--- src/rtl/cache_fill_pkg.sv ---
// Shared types and helpers for the cache miss-fill controller: state encoding,
// default block geometry, and block-base address alignment.
package cache_fill_pkg;

    typedef enum logic {
        IDLE = 1'b0,
        FILL = 1'b1
    } state_e;

    localparam int DEF_WORDS_PER_BLOCK = 8;
    localparam int OFFSET_BITS         = $clog2(DEF_WORDS_PER_BLOCK) + 1;
    localparam int CNT_W               = $clog2(DEF_WORDS_PER_BLOCK) + 1;

    // Clears the byte-offset bits so the result points at the first byte of the block.
    function automatic logic [63:0] block_base(input logic [63:0] addr,
                                               input int unsigned offset_bits = OFFSET_BITS);
        return addr & ~((64'd1 << offset_bits) - 64'd1);
    endfunction

endpackage

--- src/rtl/cache_fill_cnt.sv ---
// Clearable up-counter with a terminal-count flag; one instance tracks issued
// requests, another tracks returned words. Clear has priority over enable.
module cache_fill_cnt
    import cache_fill_pkg::*;
#(
    parameter int          W        = CNT_W,
    parameter int unsigned TERMINAL = DEF_WORDS_PER_BLOCK
) (
    input  logic         clk,
    input  logic         rst,
    input  logic         clr_i,
    input  logic         en_i,
    output logic [W-1:0] cnt_o,
    output logic         tc_o
);

    logic [W-1:0] cnt_q;
    logic [W-1:0] cnt_d;

    always_comb begin
        cnt_d = cnt_q;
        if (clr_i) begin
            cnt_d = '0;
        end else if (en_i) begin
            cnt_d = cnt_q + W'(1);
        end
    end

    always_ff @(posedge clk) begin
        if (rst) begin
            cnt_q <= '0;
        end else begin
            cnt_q <= cnt_d;
        end
    end

    assign cnt_o = cnt_q;
    assign tc_o  = (cnt_q == W'(TERMINAL));

endmodule

--- src/rtl/cache_fill_fsm.sv ---
// L1 miss controller: issues one word read per cycle for the whole block, steers returns into the
// data array, pulses the tag write on the last word; never stalls requests. CACHE_FILL_PERF_CNT_EN adds perf counters.
module cache_fill_fsm
    import cache_fill_pkg::*;
#(
    parameter int ADDR_WIDTH      = 16,
    parameter int MEM_LATENCY     = 4,
    parameter int WORDS_PER_BLOCK = DEF_WORDS_PER_BLOCK
) (
    input  logic                  clk,
    input  logic                  rst,
    input  logic                  miss_detected,
    input  logic [ADDR_WIDTH-1:0] miss_address,
    input  logic                  memory_data_valid,
    output logic                  fsm_busy,
    output logic                  mem_enable,
    output logic [ADDR_WIDTH-1:0] memory_address,
    output logic                  write_data_array,
    output logic [ADDR_WIDTH-1:0] fill_address,
    output logic                  write_tag_array
`ifdef CACHE_FILL_PERF_CNT_EN
    ,
    output logic [15:0]           fill_count,
    output logic [15:0]           stall_cycles
`endif
);

    localparam int OFF_W = $clog2(WORDS_PER_BLOCK) + 1;
    localparam int CW    = $clog2(WORDS_PER_BLOCK) + 1;

    // The controller itself is latency-agnostic; the range only bounds how far returns may trail requests.
    if (MEM_LATENCY < 1 || MEM_LATENCY > 8 || (WORDS_PER_BLOCK & (WORDS_PER_BLOCK - 1)) != 0) begin : g_param_check
        $error("cache_fill_fsm: MEM_LATENCY must be 1..8 and WORDS_PER_BLOCK a power of two");
    end

    state_e                state_q, state_d;
    logic [ADDR_WIDTH-1:0] base_q, base_d;

    logic          cnt_clr;
    logic          req_en;
    logic          rsp_en;
    logic [CW-1:0] req_cnt;
    logic [CW-1:0] rsp_cnt;
    logic          req_done;
    logic          rsp_last;

    logic [ADDR_WIDTH-1:0] req_off;
    logic [ADDR_WIDTH-1:0] rsp_off;

    cache_fill_cnt #(
        .W        (CW),
        .TERMINAL (WORDS_PER_BLOCK)
    ) u_req_cnt (
        .clk   (clk),
        .rst   (rst),
        .clr_i (cnt_clr),
        .en_i  (req_en),
        .cnt_o (req_cnt),
        .tc_o  (req_done)
    );

    cache_fill_cnt #(
        .W        (CW),
        .TERMINAL (WORDS_PER_BLOCK - 1)
    ) u_rsp_cnt (
        .clk   (clk),
        .rst   (rst),
        .clr_i (cnt_clr),
        .en_i  (rsp_en),
        .cnt_o (rsp_cnt),
        .tc_o  (rsp_last)
    );

    // Once all requests are out, the address parks on the last word instead of spilling into the next block.
    assign req_off = req_done ? ADDR_WIDTH'(2 * (WORDS_PER_BLOCK - 1)) : ADDR_WIDTH'({req_cnt, 1'b0});
    assign rsp_off = ADDR_WIDTH'({rsp_cnt, 1'b0});

    always_comb begin
        state_d          = state_q;
        base_d           = base_q;
        cnt_clr          = 1'b0;
        req_en           = 1'b0;
        rsp_en           = 1'b0;
        fsm_busy         = 1'b0;
        mem_enable       = 1'b0;
        memory_address   = '0;
        write_data_array = 1'b0;
        fill_address     = '0;
        write_tag_array  = 1'b0;

        case (state_q)
            IDLE: begin
                cnt_clr = 1'b1;
                if (miss_detected) begin
                    state_d = FILL;
                    base_d  = ADDR_WIDTH'(block_base(64'(miss_address), OFF_W));
                end
            end
            FILL: begin
                fsm_busy       = 1'b1;
                mem_enable     = !req_done;
                req_en         = !req_done;
                memory_address = base_q + req_off;
                if (memory_data_valid) begin
                    write_data_array = 1'b1;
                    fill_address     = base_q + rsp_off;
                    rsp_en           = 1'b1;
                    if (rsp_last) begin
                        write_tag_array = 1'b1;
                        cnt_clr         = 1'b1;
                        state_d         = IDLE;
                    end
                end
            end
            default: begin
                state_d = IDLE;
            end
        endcase
    end

    always_ff @(posedge clk) begin
        if (rst) begin
            state_q <= IDLE;
            base_q  <= '0;
        end else begin
            state_q <= state_d;
            base_q  <= base_d;
        end
    end

`ifdef CACHE_FILL_PERF_CNT_EN
    logic [15:0] fill_count_q;
    logic [15:0] stall_cycles_q;

    // Aborted fills never reach the tag pulse, so only completed fills are counted.
    always_ff @(posedge clk) begin
        if (rst) begin
            fill_count_q   <= '0;
            stall_cycles_q <= '0;
        end else begin
            if (write_tag_array && fill_count_q != 16'hFFFF) begin
                fill_count_q <= fill_count_q + 16'd1;
            end
            if (fsm_busy && stall_cycles_q != 16'hFFFF) begin
                stall_cycles_q <= stall_cycles_q + 16'd1;
            end
        end
    end

    assign fill_count   = fill_count_q;
    assign stall_cycles = stall_cycles_q;
`endif

endmodule

--- config.mk ---
export PLATFORM = sky130hd
export DESIGN_NAME = cache_fill_fsm
export DESIGN_NICKNAME = d
export VERILOG_FILES = /design/src/rtl/cache_fill_pkg.sv /design/src/rtl/cache_fill_cnt.sv /design/src/rtl/cache_fill_fsm.sv
export SDC_FILE = /design/constraint.sdc
export NUM_CORES = 1
export LEC_CHECK = 0
export ABC_AREA = 1
export CAP_MARGIN = 40
export CORE_MARGIN = 2
export CORE_UTILIZATION = 40
export DETAILED_ROUTE_END_ITERATION = 7
export PLACE_DENSITY = 0.8
export SLEW_MARGIN = 20
export SYNTH_ARGS = -nofsm -noshare
export SYNTH_HDL_FRONTEND = slang
export SYNTH_SLANG_ARGS = --single-unit
--- constraint.sdc ---
create_clock -name clk -period 2.1 [get_ports clk]
set_clock_uncertainty 0.15 [all_clocks]
set_input_delay 0.315 -clock clk [delete_from_list [all_inputs] [get_ports clk]]
set_output_delay 0.315 -clock clk [all_outputs]
set_load 0.1 [all_outputs]
==> qor.yml, run 1 <==
logic_synthesis:
  synth_top_cell_area_share_pct: 27.8
  synth-xor-area-share_pct: 1.16
  ys_seq_area_share_pct: 27.8
  synth.distinct_cells: 26
  synth-edff-count: 0
  synthMuxAreaShare_pct: 0
  syn_area_per_cell_sq_um: 6.19
  yosysMostFrequentCell: "nor2_1"
  ys_seq_elements: 21
  syn-cell-area_sq_um: 1510
  yosys.area_share.simple_pct: 37.3
  synth_ff_type: "dfxtp_1"
  synthTopCellsByCount: "nor2_1, nand2_1, inv_1"
  synth_area_leader_cell: "dfxtp_1"
  synth_top_family_by_area: "simple AND/OR/NAND/NOR gates"
  syn_inst: 244
  synthArstFlopShare_pct: 0
  synth_area_leaders: "dfxtp_1, nor2_1, nand2_1, inv_1, a21oi_1"
  yosys_warnings: 0
  synth_compound_area_share_pct: 14.9
  yosys.area_share.adder_pct: 5.80
clock_network:
  clock-sinks: 21
  cts_tree: "yes"
  cts_root_buffer: "clkbuf_8"
  cts_inserted_buffers: 3
  clock_latency_ps: 270
  max-clock-path-buffers: 2
  clk_pin_slew_worst_paths_ps: 80
  h-tree-depth: 1
sta:
  fin_crit_ps: 2570
  drv_slew: 0
  rsz0062_at_grt: "yes"
  whs_ps: 400
  setup_viol: 19
  hold_viol: 0
  layout_setup_ws_ps: -465
  fin_setup_tns_ps: -4070
  clock.fmax_mhz: 390
  period_share_pct: 122
floorplan:
  io_pins: 56
  die_area_sq_um: 4280
  die_w_microns: 65.4
  initial_core_util_pct: 41.6
  fp-row-count: 22
  core_area_sq_um: 3630
  chipHeight_microns: 65.4
global_route:
  grt_pass1_wl_mm: 9.69
  grt.total_usage_pct: 29.3
  grt_overflow_total: 0
  antenna_found_initial: 0
  grt_max_degree: 20
  first_global_vias: 2018
critical_path:
  critPathCaptureType: "output port"
  worst-setup-path-type: "flop to output port"
  crit_fanout: 3
  worstPathArrival_ps: 2100
  required_ps: 1630
  startpoint_type: "flop"
place:
  hpwl_mm: 3.99
  dpl_cell_area_sq_um: 2800
  routabilityCongestion: 0.889
  io_buffers: 49
run_status:
  violations: "negative setup slack"
  status: "finished with violations"
power_and_ir_drop:
  total_leakage_power_nw: 1.27
  ir_worst_vdd_mv: 0.525
  p_per_area_nw_per_um2: 436
route:
  remaining_drc_errors: 0
  drt.antenna.violating_nets: 0
  wire_per_inst_microns: 19.9
  wl_mm: 7.30
  viasPerCell: 5.70
  vias: 2091
  drtIter0Drc: 187
  dr.pass1.iters: 5
finish:
  area_delta_synth_final_pct: 112
  diodes: 0
  nets: 347
  ff_latch_area_sq_um: 447
  multiInputGateArea_sq_um: 1420
  final_area_sq_um: 3200
  fillers: 168
  drive_gt1_share_pct: 58.6
worst_hold_path:
  hp-class: "flop to flop"
run:
  drv_cap: 0
-- stage by stage --
stage	cells	total power, W	utilization [%]	setup slack (ps)
2_1_floorplan	245	0.000852	-	-511
3_3_place_gp	356	0.00103	76.9	-119
3_5_place_dp	356	0.00104	76.9	-182
4_1_cts	364	0.00131	81.3	-415
5_1_grt	367	0.00144	88.0	-519
6_report	367	0.00139	88.0	-465
-- worst max-delay path: stages, from the launching register on --
cell      delay (ps)
dfxtp_2          350
inv_2             50
ha_4             160
a21boi_4         140
ha_4             170
ha_4             150
nand2_4           60
inv_4             60
nand2_4           50
nor2_4            90
buf_4            130
a21oi_4           60
nor2_4           150
buf_12           180
-- per-layer routing --
metal	global-route usage (%)	wire length [microns]	share of wire [%]
met5	0	0	0
met4	13.8	391	5.4
met3	3.94	601	8.2
met2	52.2	3580	49
met1	34.5	2720	37
-- kinds of logic (layout without fill, tap and decap cells) --
kind of cell | count (synthesis) | in the layout
other | 1 | 2
buffers and inverters | 45 | 119
DFF | 21 | 21
AOI/OAI and AO/OA | 44 | 44
xor gates and xnor gates | 2 | 2
and+or+nand+nor | 124 | 124
adders and majority gates | 7 | 7
-- flip-flops by register name, summed over array words and instances (netlist names) --
| register | cells |
|---|---|
| base_q | 12 |
| state_q | 1 |
| u_req_cnt.cnt_o | 4 |
| u_rsp_cnt.cnt_o | 4 |
-- cells in the final DEF, fill, tap and decap left out, drive strengths merged, types with 3 or more instances in the layout --
cell	n
o21ai	21
nor2	52
ha	7
a21oi	20
buf	63
clkdlybuf4s50	14
dfxtp	21
inv	36
nand3	13
nand4	5
nand2	48
clkbuf	3
nor3	6
-- cell type report --
type,count,area share (%)
clock buffer,3,1.29
clock inverter,1,0.157
inverter,37,4.93
multi-input combinational,179,44.3
sequential,21,14.0
tap,48,1.88
timing repair buffer,78,33.5
-- power breakdown --
group	leakage (nW)	internal (W)	switching (W)
clock	0.0255	0.000133	0.000150
sequential	0.178	0.000426	0.0000710
combinational	1.07	0.000204	0.000409
total	1.27	0.000763	0.000630
-- timing repair --
| action | CTS | global route |
|---|---|---|
| pin swaps | 10 | 19 |
| hold buffers | 0 | 0 |
| endpoints found under the setup margin | 21 | 24 |
| resized for setup | 27 | 68 |
| setup buffers | 4 | 4 |
-- final timing paths --
kind | startpoint | slack (ps) | end | cells after the start
hold reg to reg | u_rsp_cnt.cnt_o[0] | 400 | u_rsp_cnt.cnt_o[0] | 2
setup reg to reg | state_q | 310 | u_req_cnt.cnt_o[2] | 3
setup / recovery | u_req_cnt.cnt_o[0] | -470 | memory_address[14] | 13
hold / removal | u_rsp_cnt.cnt_o[0] | 400 | u_rsp_cnt.cnt_o[0] | 2
Note: power is estimated with default switching activity, not from simulation.
==> run 2: changes to the inputs <==
- CELL_PAD_IN_SITES_DETAIL_PLACEMENT: not set -> 0
- CELL_PAD_IN_SITES_GLOBAL_PLACEMENT: not set -> 1
- CORE_UTILIZATION: 40 -> 27
- PLACE_DENSITY: 0.8 -> 0.81
==> qor.yml, run 2 (synthesis results as in run 1) <==
run_status:
  status: "finished with violations"  # unchanged
  violations: "negative setup slack"  # unchanged
floorplan:
  die_area_sq_um: 6210  # was 4280 sq um
  core_area_sq_um: 5440  # was 3630 sq um
  die_w_microns: 78.8  # was 65.4 microns
  initial_core_util_pct: 27.8  # was 41.6%
  chipHeight_microns: 78.8  # was 65.4 microns
  io_pins: 56  # unchanged
  fp-row-count: 27  # was 22
critical_path:
  worstPathArrival_ps: 2000  # was 2100 ps
  critPathSlowestCell: "dfxtp_2"  # unchanged
  startpoint_type: "flop"  # unchanged
  cp_cell_sequence: "inv_2, ha_4, a21boi_2, ha_2, ha_4, nand2_4, inv_4, nand2_4, nor2_4, nor2_2, nor3_4, buf_12"  # was inv_2, ha_4, a21boi_4, ha_4, ha_4, nand2_4, inv_4, nand2_4, nor2_4, buf_4, a21oi_4, nor2_4, buf_12
  regToRegSetupSlack_ps: 520  # was 310 ps
  worst-setup-path-type: "flop to output port"  # unchanged
  critPathCaptureType: "output port"  # unchanged
  slowest_delay_ps: 340  # was 350 ps
  crit_fanout: 3  # unchanged
  required_ps: 1630  # about the same
clock_network:
  cts_tree: "yes"  # unchanged
  postCtsHoldBufs: 0  # unchanged
  cts_inserted_buffers: 3  # unchanged
  cts_root_buffer: "clkbuf_8"  # unchanged
  max-clock-path-buffers: 2  # unchanged
  clk_pin_slew_worst_paths_ps: 70  # was 80 ps
  clock_latency_ps: 260  # was 270 ps
  clock-sinks: 21  # unchanged
  h-tree-depth: 1  # unchanged
route:
  wl_met3_microns: 226  # was 601 microns
  vias: 1810  # was 2,091
  dr.pass1.iters: 4  # was 5
  remaining_drc_errors: 0  # unchanged
  met2_length_mm: 2.21  # was 3.58 mm
  wl_mm: 4.64  # was 7.30 mm
  drtIter0Drc: 55  # was 187
  wl_met1_mm: 2.10  # was 2.72 mm
  wire_per_inst_microns: 11.9  # was 19.9 microns
  top_layer_used: "met4"  # unchanged
  drt.antenna.violating_nets: 0  # unchanged
  viasPerCell: 4.63  # was 5.70
place:
  dp_cells: 385  # was 356
  routabilityCongestion: 0.846  # was 0.889
  hpwl_mm: 3.69  # was 3.99 mm
  io_buffers: 49  # unchanged
sta:
  period_share_pct: 117  # was 122%
  hold_viol: 0  # unchanged
  clock.fmax_mhz: 406  # was 390 MHz
  whs_ps: 376  # was 400 ps
  setup_viol: 12  # was 19
  rsz0062_at_grt: "yes"  # unchanged
  fin_crit_ps: 2470  # was 2570 ps
  drv_slew: 0  # unchanged
  fin_setup_tns_ps: -2690  # was -4070 ps
  layout_setup_ws_ps: -365  # was -465 ps
finish:
  fillers: 491  # was 168
  ff_latch_area_sq_um: 444  # was 447 sq um
  layout_commonest_cell: "buf_12"  # unchanged
  diodes: 0  # unchanged
  final_cells: 391  # was 367
  area_delta_synth_final_pct: 107  # was 112%
  nets: 347  # unchanged
  top_register: "base_q"  # unchanged
  largest_reg_flops: 12  # unchanged
  mostFrequentLayoutCells: "buf_12, nand2_1, inv_1, buf_4, nor2_1"  # was buf_12, buf_4, nor2_4, inv_1
  multiInputGateArea_sq_um: 1330  # was 1420 sq um
  drive_gt1_share_pct: 52.4  # was 58.6%
global_route:
  grt_overflow_total: 0  # unchanged
  grt_max_degree: 20  # unchanged
  grt.total_usage_pct: 15.5  # was 29.3%
  first_global_vias: 1678  # was 2,018
  grt_pass1_wl_mm: 7.71  # was 9.69 mm
  antenna_found_initial: 0  # unchanged
worst_hold_path:
  hp-class: "flop to flop"  # unchanged
power_and_ir_drop:
  p_per_area_nw_per_um2: 424  # was 436 nW/um^2
  total_leakage_power_nw: 1.23  # was 1.27 nW
  ir_worst_vdd_mv: 0.296  # was 0.525 mV
run:
  drv_cap: 0  # unchanged
[run 2: final timing paths]
| check | start | to | cells after the start |
|---|---|---|---|
| worst min-delay path | base_q[15] | base_q[15] | 2 |
| worst max register to register | state_q | base_q[4] | 6 |
| worst max-delay path | u_req_cnt.cnt_o[1] | memory_address[10] | 12 |
| worst min register to register | base_q[15] | base_q[15] | 2 |
[run 2: layer usage]
layer | global-route usage (%) | up-vias
li1 | - | 931
met5 | 0 | -
met1 | 20.1 | 820
met3 | 1.93 | 9
met4 | 6.32 | 0
met2 | 26.2 | 50
[run 2: stage by stage]
step	power, W	area, sq um	utilization [%]	setup WS [ps]
after floorplan	0.000852	1810	-	-511
after global placement	0.00104	2860	52.6	-121
after detailed placement	0.00105	2860	52.6	-167
after CTS	0.00133	3070	56.5	-389
after global routing	0.00139	3130	57.5	-483
final	0.00133	3130	57.5	-365
[run 2: power by group]
part	internal, W	total, W	switching, W	leakage [nW]
Combinational	0.000204	0.000585	0.000381	1.03
Clock	0.000132	0.000262	0.000130	0.0255
Sequential	0.000425	0.000479	0.0000536	0.178
[run 2: timing repair]
item,4_1_cts,5_1_grt
endpoints found under the setup margin,21,20
gates resized for setup,45,19
pin swaps,14,13
buffers inserted,3,1
endpoints found under the hold margin,0,0
[run 2: final cells by class]
class	instances	share of cell area [%]
clock buffers	3	1.32
multi-input cells	179	42.6
well taps	72	2.88
repair buffers	78	34.1
flip-flops and latches	21	14.2
clock inverters	1	0.160
inverters	37	4.72
[run 2: critical path, delay by kind of cell, from the launching register on]
kind	cells	cell delay (ps)
AND/OR/NAND/NOR	5	470
flip-flops	1	340
buffers and inverters	3	310
AO/OA/AOI/OAI	1	110
adder cells (fa/ha/maj)	3	500
